===== src/rtl/spi_flash_target_if.sv =====
// Request/response bus between the MIDI controller storage logic and the flash target.
interface spi_flash_target_if;
  logic [23:0] adr_i;
  logic [31:0] dat_i;
  logic        we_i;
  logic        stb_i;
  logic        tga_i;
  logic [31:0] dat_o;
  logic        ack_o;
  logic        rty_o;

  modport master (output adr_i, dat_i, we_i, stb_i, tga_i, input dat_o, ack_o, rty_o);
  modport slave  (input adr_i, dat_i, we_i, stb_i, tga_i, output dat_o, ack_o, rty_o);
endinterface


===== src/rtl/spi_flash_target.sv =====
// Bus-to-SPI NOR bridge: read (03), program (06+02), sector erase (06+20), SPI mode 0.
// Define FLASH_BUSY_POLL_EN to poll the status register (05) for WIP after program/erase.
module spi_flash_target #(
  parameter int CLK_DIV  = 2,
  parameter int CS_GAP   = 4,
  parameter int POLL_MAX = 65535
) (
  input  logic                 clk,
  input  logic                 rst,
  spi_flash_target_if.slave    bus,
  output logic                 spi_clk,
  output logic                 spi_cs,
  output logic                 spi_di,
  input  logic                 spi_do
);
  localparam int DW = (CLK_DIV > 1) ? $clog2(CLK_DIV) : 1;
  localparam int GW = (CS_GAP > 0) ? $clog2(CS_GAP + 1) : 1;

  typedef enum logic [2:0] {IDLE, WREN, GAP, XFER, POLL, DONE} state_t;

  state_t          state;
  logic [GW-1:0]   gap_cnt;
  logic [DW-1:0]   div_cnt;
  logic [6:0]      bits_left;
  logic [63:0]     sh;
  logic [31:0]     rx;
  logic            active;
  logic [23:0]     adr_q;
  logic [31:0]     dat_q, dat_r;
  logic            we_q, tga_q, ack_q, rty_q;
  logic            last_edge;
`ifdef FLASH_BUSY_POLL_EN
  logic [31:0]     poll_cnt;
  logic            nxt_poll;
`else
  logic            unused_poll_max;
  assign unused_poll_max = (POLL_MAX != 0);
`endif

  assign bus.dat_o = dat_r;
  assign bus.ack_o = ack_q;
  assign bus.rty_o = rty_q;

  // Falling edge that closes the final bit of the current frame.
  assign last_edge = active && spi_clk && (div_cnt == DW'(CLK_DIV - 1)) && (bits_left == 7'd1);

  task automatic start_frame(input logic [63:0] f, input logic [6:0] n);
    sh        <= f;
    spi_di    <= f[63];
    bits_left <= n;
    div_cnt   <= '0;
    spi_cs    <= 1'b0;
    active    <= 1'b1;
  endtask

  always_ff @(posedge clk or posedge rst) begin
    if (rst) begin
      state     <= IDLE;
      gap_cnt   <= GW'(CS_GAP);
      div_cnt   <= '0;
      bits_left <= '0;
      sh        <= '0;
      rx        <= '0;
      active    <= 1'b0;
      spi_cs    <= 1'b1;
      spi_clk   <= 1'b0;
      spi_di    <= 1'b0;
      adr_q     <= '0;
      dat_q     <= '0;
      we_q      <= 1'b0;
      tga_q     <= 1'b0;
      dat_r     <= '0;
      ack_q     <= 1'b0;
      rty_q     <= 1'b0;
`ifdef FLASH_BUSY_POLL_EN
      poll_cnt  <= '0;
      nxt_poll  <= 1'b0;
`endif
    end else begin
      // Bit engine: low half-period ends with a rising edge + sample, high half ends with the next bit.
      if (active) begin
        if (div_cnt != DW'(CLK_DIV - 1)) begin
          div_cnt <= div_cnt + 1'b1;
        end else begin
          div_cnt <= '0;
          if (!spi_clk) begin
            spi_clk <= 1'b1;
            rx      <= {rx[30:0], spi_do};
          end else begin
            spi_clk   <= 1'b0;
            bits_left <= bits_left - 1'b1;
            if (bits_left == 7'd1) begin
              active <= 1'b0;
              spi_cs <= 1'b1;
              spi_di <= 1'b0;
            end else begin
              sh     <= {sh[62:0], 1'b0};
              spi_di <= sh[62];
            end
          end
        end
      end

      case (state)
        IDLE: begin
          if (gap_cnt != '0) begin
            gap_cnt <= gap_cnt - 1'b1;
          end else if (bus.stb_i) begin
            adr_q <= bus.adr_i;
            dat_q <= bus.dat_i;
            we_q  <= bus.we_i;
            tga_q <= bus.tga_i;
            if (bus.tga_i && !bus.we_i) begin
              rty_q <= 1'b1;
              state <= DONE;
            end else if (bus.we_i) begin
              start_frame({8'h06, 56'h0}, 7'd8);
              state <= WREN;
            end else begin
              start_frame({8'h03, bus.adr_i, 32'h0}, 7'd64);
              state <= XFER;
            end
          end
        end
        WREN: if (last_edge) begin
          gap_cnt <= GW'(CS_GAP - 1);
          state   <= GAP;
`ifdef FLASH_BUSY_POLL_EN
          nxt_poll <= 1'b0;
`endif
        end
        GAP: begin
          if (gap_cnt != '0) begin
            gap_cnt <= gap_cnt - 1'b1;
`ifdef FLASH_BUSY_POLL_EN
          end else if (nxt_poll) begin
            start_frame({8'h05, 56'h0}, 7'd16);
            state <= POLL;
`endif
          end else begin
            if (tga_q) start_frame({8'h20, adr_q, 32'h0}, 7'd32);
            else       start_frame({8'h02, adr_q, dat_q}, 7'd64);
            state <= XFER;
          end
        end
        XFER: if (!active) begin
          if (!we_q) begin
            dat_r <= rx;
            ack_q <= 1'b1;
            state <= DONE;
          end else begin
`ifdef FLASH_BUSY_POLL_EN
            poll_cnt <= '0;
            nxt_poll <= 1'b1;
            gap_cnt  <= GW'(CS_GAP - 1);
            state    <= GAP;
`else
            ack_q <= 1'b1;
            state <= DONE;
`endif
          end
        end
`ifdef FLASH_BUSY_POLL_EN
        // rx[0] is the last bit shifted in: status bit0 (WIP).
        POLL: if (!active) begin
          if (!rx[0]) begin
            ack_q <= 1'b1;
            state <= DONE;
          end else if (poll_cnt + 32'd1 >= 32'(POLL_MAX)) begin
            rty_q <= 1'b1;
            state <= DONE;
          end else begin
            poll_cnt <= poll_cnt + 32'd1;
            gap_cnt  <= GW'(CS_GAP - 1);
            state    <= GAP;
          end
        end
`endif
        DONE: begin
          ack_q   <= 1'b0;
          rty_q   <= 1'b0;
          gap_cnt <= GW'(CS_GAP);
          state   <= IDLE;
        end
        default: state <= IDLE;
      endcase
    end
  end
endmodule


===== src/flat_wrapper.sv =====
// flat-port wrapper written by rule: the top's interface ports become plain ports
module spi_flash_target_flat 
#(
  parameter int CLK_DIV  = 2,
  parameter int CS_GAP   = 4,
  parameter int POLL_MAX = 65535
)
  (clk, rst, spi_clk, spi_cs, spi_di, spi_do, bus_adr_i, bus_dat_i, bus_we_i, bus_stb_i, bus_tga_i, bus_dat_o, bus_ack_o, bus_rty_o);
  spi_flash_target_if bus_i ();
  input  logic clk;
  input  logic rst;
  output logic spi_clk;
  output logic spi_cs;
  output logic spi_di;
  input  logic spi_do;
  input wire logic [$bits(bus_i.adr_i)-1:0] bus_adr_i;
  input wire logic [$bits(bus_i.dat_i)-1:0] bus_dat_i;
  input wire logic [$bits(bus_i.we_i)-1:0] bus_we_i;
  input wire logic [$bits(bus_i.stb_i)-1:0] bus_stb_i;
  input wire logic [$bits(bus_i.tga_i)-1:0] bus_tga_i;
  output wire logic [$bits(bus_i.dat_o)-1:0] bus_dat_o;
  output wire logic [$bits(bus_i.ack_o)-1:0] bus_ack_o;
  output wire logic [$bits(bus_i.rty_o)-1:0] bus_rty_o;
  assign bus_i.adr_i = bus_adr_i;
  assign bus_i.dat_i = bus_dat_i;
  assign bus_i.we_i = bus_we_i;
  assign bus_i.stb_i = bus_stb_i;
  assign bus_i.tga_i = bus_tga_i;
  assign bus_dat_o = bus_i.dat_o;
  assign bus_ack_o = bus_i.ack_o;
  assign bus_rty_o = bus_i.rty_o;
  spi_flash_target #(.CLK_DIV(CLK_DIV), .CS_GAP(CS_GAP), .POLL_MAX(POLL_MAX)) u_core (.clk(clk), .rst(rst), .bus(bus_i), .spi_clk(spi_clk), .spi_cs(spi_cs), .spi_di(spi_di), .spi_do(spi_do));
endmodule

===== config.mk =====
export PLATFORM = sky130hd
export DESIGN_NAME = spi_flash_target_flat
export DESIGN_NICKNAME = d
export VERILOG_FILES = /design/src/rtl/spi_flash_target_if.sv /design/src/rtl/spi_flash_target.sv /design/src/flat_wrapper.sv
export SDC_FILE = /design/constraint.sdc
export NUM_CORES = 1
export LEC_CHECK = 0
export ABC_AREA = 1
export ABC_CLOCK_PERIOD_IN_PS = 8800
export CORE_MARGIN = 5
export CORE_UTILIZATION = 45
export CTS_CLUSTER_SIZE = 24
export DETAILED_ROUTE_END_ITERATION = 12
export PLACE_DENSITY = 0.77
export RECOVER_POWER = 100
export SKIP_LAST_GASP = 1
export SYNTH_ARGS = -nofsm -noshare
export SYNTH_HDL_FRONTEND = slang
export SYNTH_SLANG_ARGS = --single-unit
export TNS_END_PERCENT = 20

===== constraint.sdc =====
create_clock -name clk -period 8.8 [get_ports clk]
set_input_delay 1.32 -clock clk [delete_from_list [all_inputs] [get_ports clk]]
set_output_delay 1.32 -clock clk [all_outputs]
set_load 0.03 [all_outputs]

==> metrics.md <==
| Metric | Value |
|---|---|
| Synth Cell Area | `8950 um^2` |
| Post-synth cell types | `38` |
| Rows | `between 50 and 60` |
| Seq/Total Area, Yosys | `0.573` |
| Synth Register Bits | `~200` |
| Final hold vios | `0` |
| Crit path max fanout | `150` |
| CTS clk-pin slew, worst paths | `approximately 0.060 ns` |
| Port Buf Inserts | `around 100` |
| Mapped Avg Cell Area | `~8.8 um^2` |
| Layout cells sized above 1 | `0.0514` |
| Number of synthesized flops with an enable pin | `0` |
| Antenna viol nets, final | `0` |
| Post-route DRC violation count | `0` |
| Final net count | `1,160` |
| DIE AREA | `22,800 um^2` |
| Max-cap check violation count | `4` |
| Number of diodes | `0` |
| Routed WL per cell | `approximately 14 um` |
| Initial Util | `0.459` |
| Post-CTS sizing | `0` |
| Syn nets | `~1,100` |
| Req. time, crit path | `a little under 9 ns` |
| Leakage | `between 0.005 and 0.006 uW` |
| Fin crit share | `0.571` |
| Via density | `~5.0` |
| Top FF cell, synth | `dfrtp_1` |
| H-tree Lvls | `1` |
| Max Buffers Root-to-Sink | `3` |
| Fin area | `10,600 um^2` |
| Cell count after synthesis | `slightly above 1,000` |
| Core box area | `19,500 um^2` |
| # clock sinks | `between 200 and 250` |
| R2R Setup Slk | `approximately 4.3 ns` |
| Min-delay worst type | `flip-flop to flip-flop` |
| Chip Height | `151 um` |
| VDD IR max | `between 0.15 and 0.2 mV` |
| Post-CTS Setup Bufs | `0` |
| Detailed Routing Iterations Pass 1 | `5` |
| Buffer type at the clock tree root | `clkbuf_16` |
| Highest clock rate | `about 0.2 GHz` |
| Most frequent cells in the layout | `nand2_1 (331), dfrtp_1 (203), o21ai_0 (179)` |
| Relative slew slack | `-0.986` |
| Largest net degree at the start of global routing | `about 150` |
| Yosys warning count | `0` |
| Vias | `roughly 6,900` |
| RSZ-0062 raised after global routing | `false` |
| Status | `complete, but fails checks` |
| Max Slew Vio Count | `between 200 and 250` |
| Die width | `151 um` |
| All-Layer GR Usage | `0.175` |
| Total CTS buffers | `23` |
| Setup Viol. Count Final | `0` |
| Tmin final | `5.02 ns` |
| Worst-Skew Late Latency | `between 0.4 and 0.5 ns` |
| DR iter-0 viols | `approximately 430` |
| Placed inst area | `about 10000 um^2` |
| Initial antenna violation count | `3` |
| Worst slew pin tran | `slightly below 3 ns` |
| Routed wire length | `19,500 um` |
| Area grow syn2layout | `18.4%` |
| Total power | `around 3500 uW` |
| Worst Path Class, Setup | `input pin to async pin` |
| Final Skew | `between 0.007 and 0.008 ns` |
| Final setup TNS | `0 ns` |
| Grt ovf | `0` |
| Placer's final routability congestion estimate | `roughly 0.85` |
| Crit start category | `input pin` |
| Commonest non-fill, non-tap cell in the layout | `nand2_1` |
| Vias in the first global route | `roughly 6,800` |
| PD cells | `about 330 nW/um^2` |
| CTS tree | `yes` |
| HPWL after DPL | `roughly 12,000 um` |
| Critical Path AT | `4.96 ns` |
| Global-route wire length before repair | `roughly 33,000 um` |
| Ys async rst share | `1.00` |
| Post-CTS Hold Buffers | `0` |
| CP endpoint kind | `async pin` |
| Num ports | `99` |
| Violated checks | `capacitance limit, slew limit` |
==> routing by layer <==
metal  wire [um]  global-route usage  part of all wire  vias to the layer above
met4         376              0.0481             0.019                        6
li1            -                   -                 -                     3388
met1        8750               0.239              0.45                     3276
met3        1390              0.0479             0.071                       37
met5          39                   0            0.0020                        -
met2        8960               0.279              0.46                      166
==> synthesized netlist by cell type (5+ instances only) <==
| cell | instances | share of area |
|---|---|---|
| o21ai_0 | 151 | 0.084 |
| dfrtp_1 | 203 | 0.57 |
| inv_1 | 100 | 0.042 |
| ha_1 | 5 | 0.0070 |
| nand3_1 | 10 | 0.0056 |
| buf_4 | 8 | 0.0067 |
| a22oi_1 | 13 | 0.011 |
| o22ai_1 | 12 | 0.0084 |
| a21oi_1 | 11 | 0.0061 |
| o21bai_1 | 11 | 0.0092 |
| buf_6 | 13 | 0.016 |
| inv_2 | 5 | 0.0021 |
| clkbuf_1 | 13 | 0.0055 |
| nand2_1 | 328 | 0.14 |
| nor2_1 | 48 | 0.020 |
| buf_2 | 13 | 0.0073 |
| o21ai_1 | 27 | 0.015 |
==> stage by stage <==
| step | utilization | instances | setup slack [ns] | hold slack, ns |
|---|---|---|---|---|
| finish | 0.543 | 1374 | 3.78 | 0.469 |
| global route | 0.543 | 1374 | 2.96 | 0.488 |
| CTS | 0.546 | 1374 | 5.26 | 0.474 |
| detailed placement | 0.511 | 1333 | 4.75 | 0.460 |
| global placement | 0.511 | 1333 | 4.79 | 0.454 |
| floorplan | - | 1016 | 1.89 | 0.442 |
==> state kept, by name (all words and copies together), names as in the netlist <==
register          cells
u_core.active         1
u_core.adr_q         24
u_core.bits_left      7
u_core.bus.ack_o      1
u_core.bus.dat_o     32
u_core.bus.rty_o      1
u_core.dat_q         32
u_core.div_cnt        1
u_core.gap_cnt        3
u_core.rx            32
u_core.sh            63
u_core.spi_clk        1
u_core.spi_cs         1
u_core.spi_di         1
u_core.state          3
u_core.tga_q          1
u_core.we_q           1
==> worst paths after layout <==
kind,start,end,depth (start not counted)
worst max-delay path,rst,u_core.adr_q[20],3
worst min-delay path,u_core.dat_q[30],u_core.dat_q[30],2
worst max register to register,u_core.gap_cnt[0],u_core.sh[17],9
worst min register to register,u_core.dat_q[30],u_core.dat_q[30],2
max in group clk,bus_stb_i,u_core.sh[17],8
min in group asynchronous,rst,u_core.bus.dat_o[29],2
==> cell type report <==
class	count	area (um^2)
fill	1757	8920
sequential	205	5130
multi-input combinational	655	3030
timing repair buffer	102	1000
clock buffer	34	667
inverter	106	407
tap	265	332
clock inverter	7	35.0
==> critical path, cell delays in order <==
cell and delay (ns):
dlygate4sd3_1 0.61, inv_8 0.67, clkbuf_1 2.18
==> cells by family (layout without fill, tap and decap cells) <==
family          count (synthesis)  after routing  synth area share
simple gates                  411            411             0.190
flops                         205            205             0.573
fa+ha+maj                       5              5           0.00699
mux                             1              1           0.00126
buf+inv                       156            249            0.0822
xor+xnor                        4              4           0.00391
compound gates                234            234             0.143
==> power breakdown <==
| group | total (uW) | internal, uW | leakage (uW) | switching (uW) |
|---|---|---|---|---|
| registers | 1520 | 1320 | 0.00257 | 196 |
| clock network | 886 | 522 | 0.000354 | 364 |
| logic | 1150 | 402 | 0.00217 | 743 |
| total | 3550 | 2250 | 0.00510 | 1300 |
Power figures use the tool's default switching activity.
